==> src/rtl/shift_pkg.sv <==
// ==========================================================================
// shift_pkg: shared Mode and FSM state encodings for iter_shifter | rev 1.0
// ==========================================================================
`default_nettype none

package shift_pkg;

  typedef enum logic [1:0] {
    MODE_SLL = 2'b00,
    MODE_SRA = 2'b01,
    MODE_ROR = 2'b10,
    MODE_SRL = 2'b11
  } mode_e;

  typedef enum logic [1:0] {
    ST_IDLE  = 2'd0,
    ST_SHIFT = 2'd1,
    ST_DONE  = 2'd2
  } state_e;

endpackage

`default_nettype wire

==> src/rtl/shift_step.sv <==
// ==========================================================================
// shift_step: combinational one-bit move of data per mode | rev 1.0
// ==========================================================================
`default_nettype none

module shift_step
  import shift_pkg::*;
#(
  parameter int WIDTH = 16
) (
  input  logic [WIDTH-1:0] data,
  input  mode_e            mode,
  output logic [WIDTH-1:0] result
);

  always_comb begin
    result = data;
    case (mode)
      MODE_SLL: result = {data[WIDTH-2:0], 1'b0};
      MODE_SRA: result = {data[WIDTH-1], data[WIDTH-1:1]};
      MODE_ROR: result = {data[0], data[WIDTH-1:1]};
      MODE_SRL: result = {1'b0, data[WIDTH-1:1]};
      default:  result = data;
    endcase
  end

endmodule

`default_nettype wire

==> src/rtl/iter_shifter.sv <==
// ==========================================================================
// iter_shifter: multi-cycle shifter, one bit position per clock | rev 1.0
// ==========================================================================
`default_nettype none

module iter_shifter
  import shift_pkg::*;
#(
  parameter int WIDTH = 16,
  parameter int CNT_W = $clog2(WIDTH)
) (
  input  logic             clk,
  input  logic             rst_n,
  input  logic             start,
  input  logic [WIDTH-1:0] Shift_In,
  input  logic [CNT_W-1:0] Shift_Val,
  input  logic [1:0]       Mode,
  output logic [WIDTH-1:0] Shift_Out,
  output logic             busy,
  output logic             done,
  output logic             zero
);

  state_e           state;
  logic [CNT_W-1:0] count;
  logic [WIDTH-1:0] work;
  logic [WIDTH-1:0] stepped;
  mode_e            mode_q;

  shift_step #(
    .WIDTH (WIDTH)
  ) u_step (
    .data   (work),
    .mode   (mode_q),
    .result (stepped)
  );

  // busy is kept as its own register so it tracks state without decode glitches
  always_ff @(posedge clk or negedge rst_n) begin
    if (!rst_n) begin
      state     <= ST_IDLE;
      count     <= '0;
      work      <= '0;
      mode_q    <= MODE_SLL;
      Shift_Out <= '0;
      zero      <= 1'b0;
      busy      <= 1'b0;
      done      <= 1'b0;
    end else begin
      done <= 1'b0;
      case (state)
        ST_IDLE: begin
          if (start) begin
            work   <= Shift_In;
            count  <= Shift_Val;
            mode_q <= mode_e'(Mode);
            busy   <= 1'b1;
            state  <= (Shift_Val != '0) ? ST_SHIFT : ST_DONE;
          end
        end
        ST_SHIFT: begin
          work  <= stepped;
          count <= count - CNT_W'(1);
          if (count == CNT_W'(1)) begin
            state <= ST_DONE;
          end
        end
        ST_DONE: begin
          Shift_Out <= work;
          zero      <= (work == '0);
          done      <= 1'b1;
          busy      <= 1'b0;
          state     <= ST_IDLE;
        end
        default: begin
          state <= ST_IDLE;
          busy  <= 1'b0;
        end
      endcase
    end
  end

endmodule

`default_nettype wire

==> config.mk <==
export PLATFORM = sky130hd
export DESIGN_NAME = iter_shifter
export DESIGN_NICKNAME = d
export VERILOG_FILES = /design/src/rtl/shift_pkg.sv /design/src/rtl/shift_step.sv /design/src/rtl/iter_shifter.sv
export SDC_FILE = /design/constraint.sdc
export NUM_CORES = 1
export LEC_CHECK = 0
export ABC_CLOCK_PERIOD_IN_PS = 1800
export CELL_PAD_IN_SITES_DETAIL_PLACEMENT = 0
export CELL_PAD_IN_SITES_GLOBAL_PLACEMENT = 1
export CORE_ASPECT_RATIO = 1.5
export CORE_UTILIZATION = 41
export CTS_BUF_LIST = sky130_fd_sc_hd__clkbuf_2 sky130_fd_sc_hd__clkbuf_4 sky130_fd_sc_hd__clkbuf_8
export DETAILED_ROUTE_END_ITERATION = 10
export PLACE_DENSITY = 0.93
export SLEW_MARGIN = 20
export SYNTH_ARGS = -nofsm -noshare
export SYNTH_HDL_FRONTEND = slang
export SYNTH_HIERARCHICAL = 1
export SYNTH_SLANG_ARGS = --single-unit
==> constraint.sdc <==
create_clock -name clk -period 1.8 [get_ports clk]
set_input_delay 0.18 -clock clk [delete_from_list [all_inputs] [get_ports clk]]
set_output_delay 0.18 -clock clk [all_outputs]
set_load 0.01 [all_outputs]
==> summary.txt <==
Detailed routing
  – Vias: 1630
  – Drt pass-1 iters: 4
  – Met2 wire len: 2300 microns
  – Detail Route Antenna Nets: 0
  – Routed len/inst: roughly 14 microns
  – DRT iter0 DRCs: 54
  – Met3 routed WL: 145 microns
  – Final WL: 4350 microns
  – Remaining DRCs: 0
  – Vias/cell: 5.22
  – Met1 wire length: 1830 microns
  – DR top layer: met4

Synthesis
  – Mapped Avg Cell Area: between 10 and 15 sq um
  – Cell count after synthesis: 197
  – Register area share after synthesis: 0.506
  – Synth cell types: 32
  – Syn Nets: 224
  – Yosys reg bits: 43
  – Area of the mapped netlist: 2120 sq um
  – Warnings, synthesis: 6

CTS
  – Cts bufs inserted: 5
  – Clock sink total: 43
  – CTS tree: done
  – Longest Clk Path Bufs: 2
  – Post-CTS setup buffer count: 0
  – Later-pin clock latency in the skew report: 0.29 ns
  – Hold Buf Count CTS: 1
  – Clock slew at reported path FFs: 0.08 ns
  – CTS root buf: clkbuf_8
  – Htree depth: 2
  – CTS resizes: 0

Die
  – Core ar.: 4890 sq um
  – Initial Utilization: 0.435
  – Top-Level Pins: 44
  – Die Wd: around 61 microns
  – Die area: 5480 sq um
  – Row count: 31
  – DIE HEIGHT: 90.2 microns

Global route
  – Largest net degree at the start of global routing: 34
  – GRT Total Usage: 0.183
  – Grt ovf: 0
  – Initial antenna violation count: 0
  – First-pass GRT wire length: between 7000 and 8000 microns
  – Vias in the first global route: between 1500 and 2000

Setup path
  – CP Max Fanout: 9
  – Worst Setup Start Kind: flip-flop
  – Critical path's largest stage delay: 0.43 ns
  – RR Startpoint: mode_q[0]
  – Critical path startpoint: mode_q[0]
  – Crit path arrival time: around 1.7 ns
  – Setup CP Type: reg -> reg
  – Crit path max-delay family: flip-flops
  – CP endpoint kind: flip-flop
  – CP required: 1.96 ns
  – Crit path cell chain: nor2_4 > buf_4 > mux2_4 > nor2_1 > a31oi_1
  – Slowest CP cell: dfrtp_1
  – CP bufs+invs: 1

Power
  – P_int: 3.09 mW
  – Combinational share of power: 0.469
  – Max VDD drop: 0.000927 V
  – PwrDens: 1760 nW/um^2
  – Clk pwr share: 0.139
  – Sequential power share: 0.392
  – NetSw: roughly 1.7 mW
  – P_leak: around 1.2 nW
  – Total power: 4.80 mW
  – Switch share: 0.357

Min path
  – Min-Delay Path Class: in -> reg
  – Worst hold path startpoint: Mode[1]

Finish
  – Area delta synth->final: 28.8%
  – Ant diodes: 0
  – Total Nets Final: 272
  – Final Cell Area: approximately 2700 sq um
  – Layout cells sized above 1: 0.187
  – Final core utilization: 0.560
  – Non-Filler Instances: 312

STA
  – Final worst-path cycle share: 0.859
  – Max Fclk: 647 MHz
  – Worst Skew: roughly 0.0032 ns
  – Fin Setup TNS: 0 ns
  – Hold WS: 0.415 ns
  – Tmin final: between 1.5 and 2 ns
  – RSZ-0062 raised after global routing: false
  – Final setup margin: 0.254 ns
  – Final hold vios: 0
  – Slew @ Worst Pin: approximately 0.72 ns
  – Count of final max-slew check failures: 0
  – Slew headroom: 0.522
  – Final Setup Violations: 0

Placement
  – Dpl cell area: 2620 sq um
  – Port bufs: 43
  – Pre-CTS setup slack: between 0.2 and 0.25 ns
  – GPL Wtd Cong: around 0.76
  – Final HPWL DP: between 3000 and 4000 microns
  – Total placed cells including tap cells: 303

Job
  – Max_cap viols: 0

Run status
  – Status: completed
[worst min-delay path, stage by stage]
cell,delay [ns]
clkdlybuf4s50_1,0.39
nand2_1,0.06
nand2_1,0.04
[power groups by stage]
stage,registers [mW],clock network (mW),logic [mW]
4_1_cts,1.89,0.695,2.27
3_5_place_dp,1.90,0,2.26
3_3_place_gp,1.90,0,2.20
2_1_floorplan,1.86,0,1.53
5_1_grt,1.96,0.738,2.49
6_report,1.88,0.669,2.25
[layer usage]
layer	global-route usage	up-vias
met5	0	-
li1	-	778
met1	0.233	807
met3	0.0360	7
met4	0.0682	0
met2	0.299	38
[placed cells by master, fill, tap and decap left out, types with 2 or more instances in the layout]
cell / Yosys / layout
o21ai_0: 4 / 4
dfrtp_1: 43 / 43
nor4_1: 5 / 5
ha_1: 2 / 2
mux2_1: 7 / 7
clkbuf_8: 0 / 7
mux2i_1: 3 / 3
nand2b_1: 2 / 2
nor3_1: 2 / 2
a211oi_1: 2 / 2
mux2_2: 15 / 15
nand3b_1: 3 / 3
clkdlybuf4s50_1: 0 / 42
nor2_1: 16 / 16
nand2_1: 41 / 41
inv_1: 4 / 4
buf_4: 0 / 8
a31oi_1: 16 / 16
mux2_4: 9 / 9
[flip-flops by register name, indices dropped and copies added, names as in the netlist]
signal,cells
count,4
done,1
Shift_Out,16
mode_q,2
work,16
busy,1
zero,1
state,2
[final timing paths]
kind	endpoint	slack [ns]	depth (start not counted)
min reg2reg	zero	0.48	2
max	work[4]	0.25	5
min in group asynchronous	Shift_Out[0]	0.48	2
max in group asynchronous	Shift_Out[8]	0.69	3
min	mode_q[1]	0.42	3
max reg2reg	work[4]	0.25	5
[final cells by class]
cell class	instances	area, sq um
Clock buffer	8	104
Fill cell	468	2150
Inverter	4	15.0
Multi-Input combinational cell	139	963
Sequential cell	43	1080
Tap cell	66	82.6
Timing Repair Buffer	52	495
[cell families (layout without fill, tap and decap cells)]
logic type,count (synthesis),after routing,share of synthesized area
flops,43,43,0.506
xor+xnor,1,1,0.00412
mux,34,34,0.194
simple gates,77,77,0.169
fa+ha+maj,2,2,0.0118
compound gates,25,25,0.0742
buf+inv,15,64,0.0400
[cells in the mapped netlist, drive strengths merged]
| cell | count | share of area |
|---|---|---|
| dfrtp | 43 | 0.51 |
| nand2 | 41 | 0.072 |
| mux2 | 31 | 0.18 |
| nor2 | 17 | 0.034 |
| a31oi | 16 | 0.047 |
| buf | 10 | 0.031 |
| nor4 | 5 | 0.015 |
| inv | 4 | 0.0071 |
| o21ai | 4 | 0.0094 |
| mux2i | 3 | 0.014 |
| nand3b | 3 | 0.011 |
| a211oi | 2 | 0.0071 |
| ha | 2 | 0.012 |
| nand2b | 2 | 0.0059 |
| nor3 | 2 | 0.0047 |
| nor3b | 2 | 0.0094 |
| a21oi | 1 | 0.0024 |
| and2b | 1 | 0.0041 |
| clkbuf | 1 | 0.0018 |
| nand3 | 1 | 0.0024 |
| nand4 | 1 | 0.0029 |
| nor2b | 1 | 0.0041 |
| o221a | 1 | 0.0053 |
| o22ai | 1 | 0.0029 |
| or3b | 1 | 0.0041 |
| xor2 | 1 | 0.0041 |
(Power assumes the default switching activity.)
==> RTL edit, RTL diff (config.mk and constraints unchanged) <==
Re-encode `state_e` (3 states) as one-hot, 3 bits wide.
--- a/src/rtl/shift_pkg.sv
+++ b/src/rtl/shift_pkg.sv
@@ -13,8 +13,8 @@
   } mode_e;
 
-  typedef enum logic [1:0] {
-    ST_IDLE  = 2'd0,
-    ST_SHIFT = 2'd1,
-    ST_DONE  = 2'd2
+  typedef enum logic [2:0] {
+    ST_IDLE  = 3'b001,
+    ST_SHIFT = 3'b010,
+    ST_DONE  = 3'b100
   } state_e;
 
Behaviour: same outputs for any inputs over 10 cycles, from zero or initial values and one cycle with rst_n low; not proved beyond that.
==> RTL edit against the original RTL <==
- die area rose by 5.0%
- sequential power rose by 3%
- clock power rose by 11%
- count of clock-buffer cells in the layout fell by 3
- wire length rose by 5.5%
- power rose by 2.0%
- sequential cell count rose by 1
- area after synthesis rose by 5.1%
- hold slack improved by 0.011 ns
- sequential share of layout area fell by 1.2 points
- non-clock buffer count rose by 3
- final area rose by 5.6%
- setup slack got worse by 0.0031 ns
==> RTL edit: results (changes against the original RTL) <==
- Outcome: finished clean
- Gpl congestion: 0.7310 (-4.0%)
- Post-synth top area share: 48.18% (-2.5 points)
- Num CTS Buffers: 5 (unchanged)
- Placed inst area: 2764 um2 (+5.4%)
- Clock tree buffer depth: 2 (unchanged)
- Pre-antenna DRT Iters: 4 (unchanged)
- Vias in the first global route: 1620 (-0.80%)
- Drt initial violations: 39 (-28%)
- Syn_nets: 209 (-6.7%)
- Final Non-Filler Cells: 302 (-3.2%)
- Async S/R FF share, synth: 100.0% (unchanged)
- Hold worst-path end: mode_q[1]$_DFFE_PN0P_
- Worst r2r path cells: 4 (-1)
- Layout Nets: 260 (-4.4%)
- Worst slew pin tran: 0.5571 ns (-0.1593 ns)
- Post-synthesis sequential area ratio: 49.36% (-1.3 points)
- Global-route wire length before repair: 7817 um (+4.3%)
- Arrival time at the worst endpoint: 1.72 ns
- Vias per cell: 5.308 (+1.6%)
- Inst Count DP: 293 (-3.3%)
- Post-synth top cells: 43 x dfrtp_1, 20 x mux2i_1, 18 x mux2_2, 16 x nand3_1, 10 x o21ai_1
- Share of cells above drive strength 1: 23.08% (+4.4 points)
- Mapped Avg Cell Area: 12.27 um2 (+14%)
- Largest net degree at the start of global routing: 45 (+32%)
- Peak VDD IR: 725.5 uV (-22%)
- Worst r2r dst: count[3]$_DFFE_PN0P_
- Area contributors post-synth: dfrtp_1 48%, mux2_2 9.1%, mux2i_1 9.0%, mux2_4 6.1%, nand3_1 3.6%
- Leakage power: 1.244 nW (+4.2%)
- FF-to-FF setup slack: 0.25 ns
- Worst Skew: 0.008615 ns (+0.005375 ns)
- HPWL Detailed: 3327 um (+6.6%)
- Synth cell types: 39 (+22%)
- Total GRT Usage: 17.38% (-0.93 points)
- CTS Root Cell: clkbuf_8
- Worst R2R Start: state[2]$_DFFE_PN0P_
- # H-tree levels: 2 (unchanged)
- Avg WL per Cell: 15.19 um (+9.0%)
- Critical path peak fanout: 11 (+2)
RTL edit: critical path, cell delays in order (launching register included):
cell and delay (ns):
dfrtp_1 0.47, nor3b_4 0.29, buf_4 0.27, mux2i_1 0.10
a221o_1 0.30
RTL edit: kinds of logic after synthesis:
logic type	count (synthesis)	share of synthesized area, %
and+or+nand+nor	46	12.61
adders and majority gates	2	1.120
AOI/OAI and AO/OA	26	6.947
DFF	44	49.36
muxes	50	25.60
buffers and inverters	14	4.369
RTL edit: where the power goes:
group	switching (mW)	internal [mW]	total, mW
clock	0.331	0.411	0.742
combinational	0.909	1.31	2.22
sequential	0.478	1.46	1.94
total	1.72	3.18	4.90
RTL edit: timing repair:
item,4_1_cts,5_1_grt
setup endpoints to repair,0,1
gates resized for setup,0,1
hold endpoints to repair,43,0
hold buffers,1,0
RTL edit: how the worst max path moves through the flow:
stage	end	cells past startpoint	startpoint	slack, ns
floorplan	count[3]$_DFFE_PN0P_	4	state[0]$_DFFE_PN1P_	0.40
global placement	count[0]$_DFFE_PN0P_	5	start	0.03
detailed placement	count[0]$_DFFE_PN0P_	5	start	-0.04
CTS	count[0]$_DFFE_PN0P_	4	state[2]$_DFFE_PN0P_	0.12
global route	count[1]$_DFFE_PN0P_	4	state[0]$_DFFE_PN1P_	0.12
finish	count[3]$_DFFE_PN0P_	4	state[2]$_DFFE_PN0P_	0.25
RTL edit: routing by layer:
| layer | global-route usage (%) | share of wire (%) | up-vias |
|---|---|---|---|
| li1 | - | - | 773 |
| met1 | 20.60 | 42 | 791 |
| met2 | 31.04 | 54 | 33 |
| met3 | 3.325 | 2.7 | 6 |
| met4 | 6.202 | 1.5 | 0 |
| met5 | 0 | 0 | - |
RTL edit: layout make-up:
type,instances,area [um2]
clock inverters,3,42.54
inverters,3,11.26
well taps,68,85.08
clock buffers,5,68.82
multi-input cells,124,1050
flip-flops and latches,44,1102
fillers,449,2315
repair buffers,55,530.5
RTL edit: metrics by stage:
stage / hold WS [ns] / worst slack, ns
floorplan: -0.1156 / 0.3994
global placement: 0.2870 / 0.03029
finish: 0.4262 / 0.2512
global route: 0.4347 / 0.1217
CTS: 0.4167 / 0.1206
detailed placement: 0.2913 / -0.03763
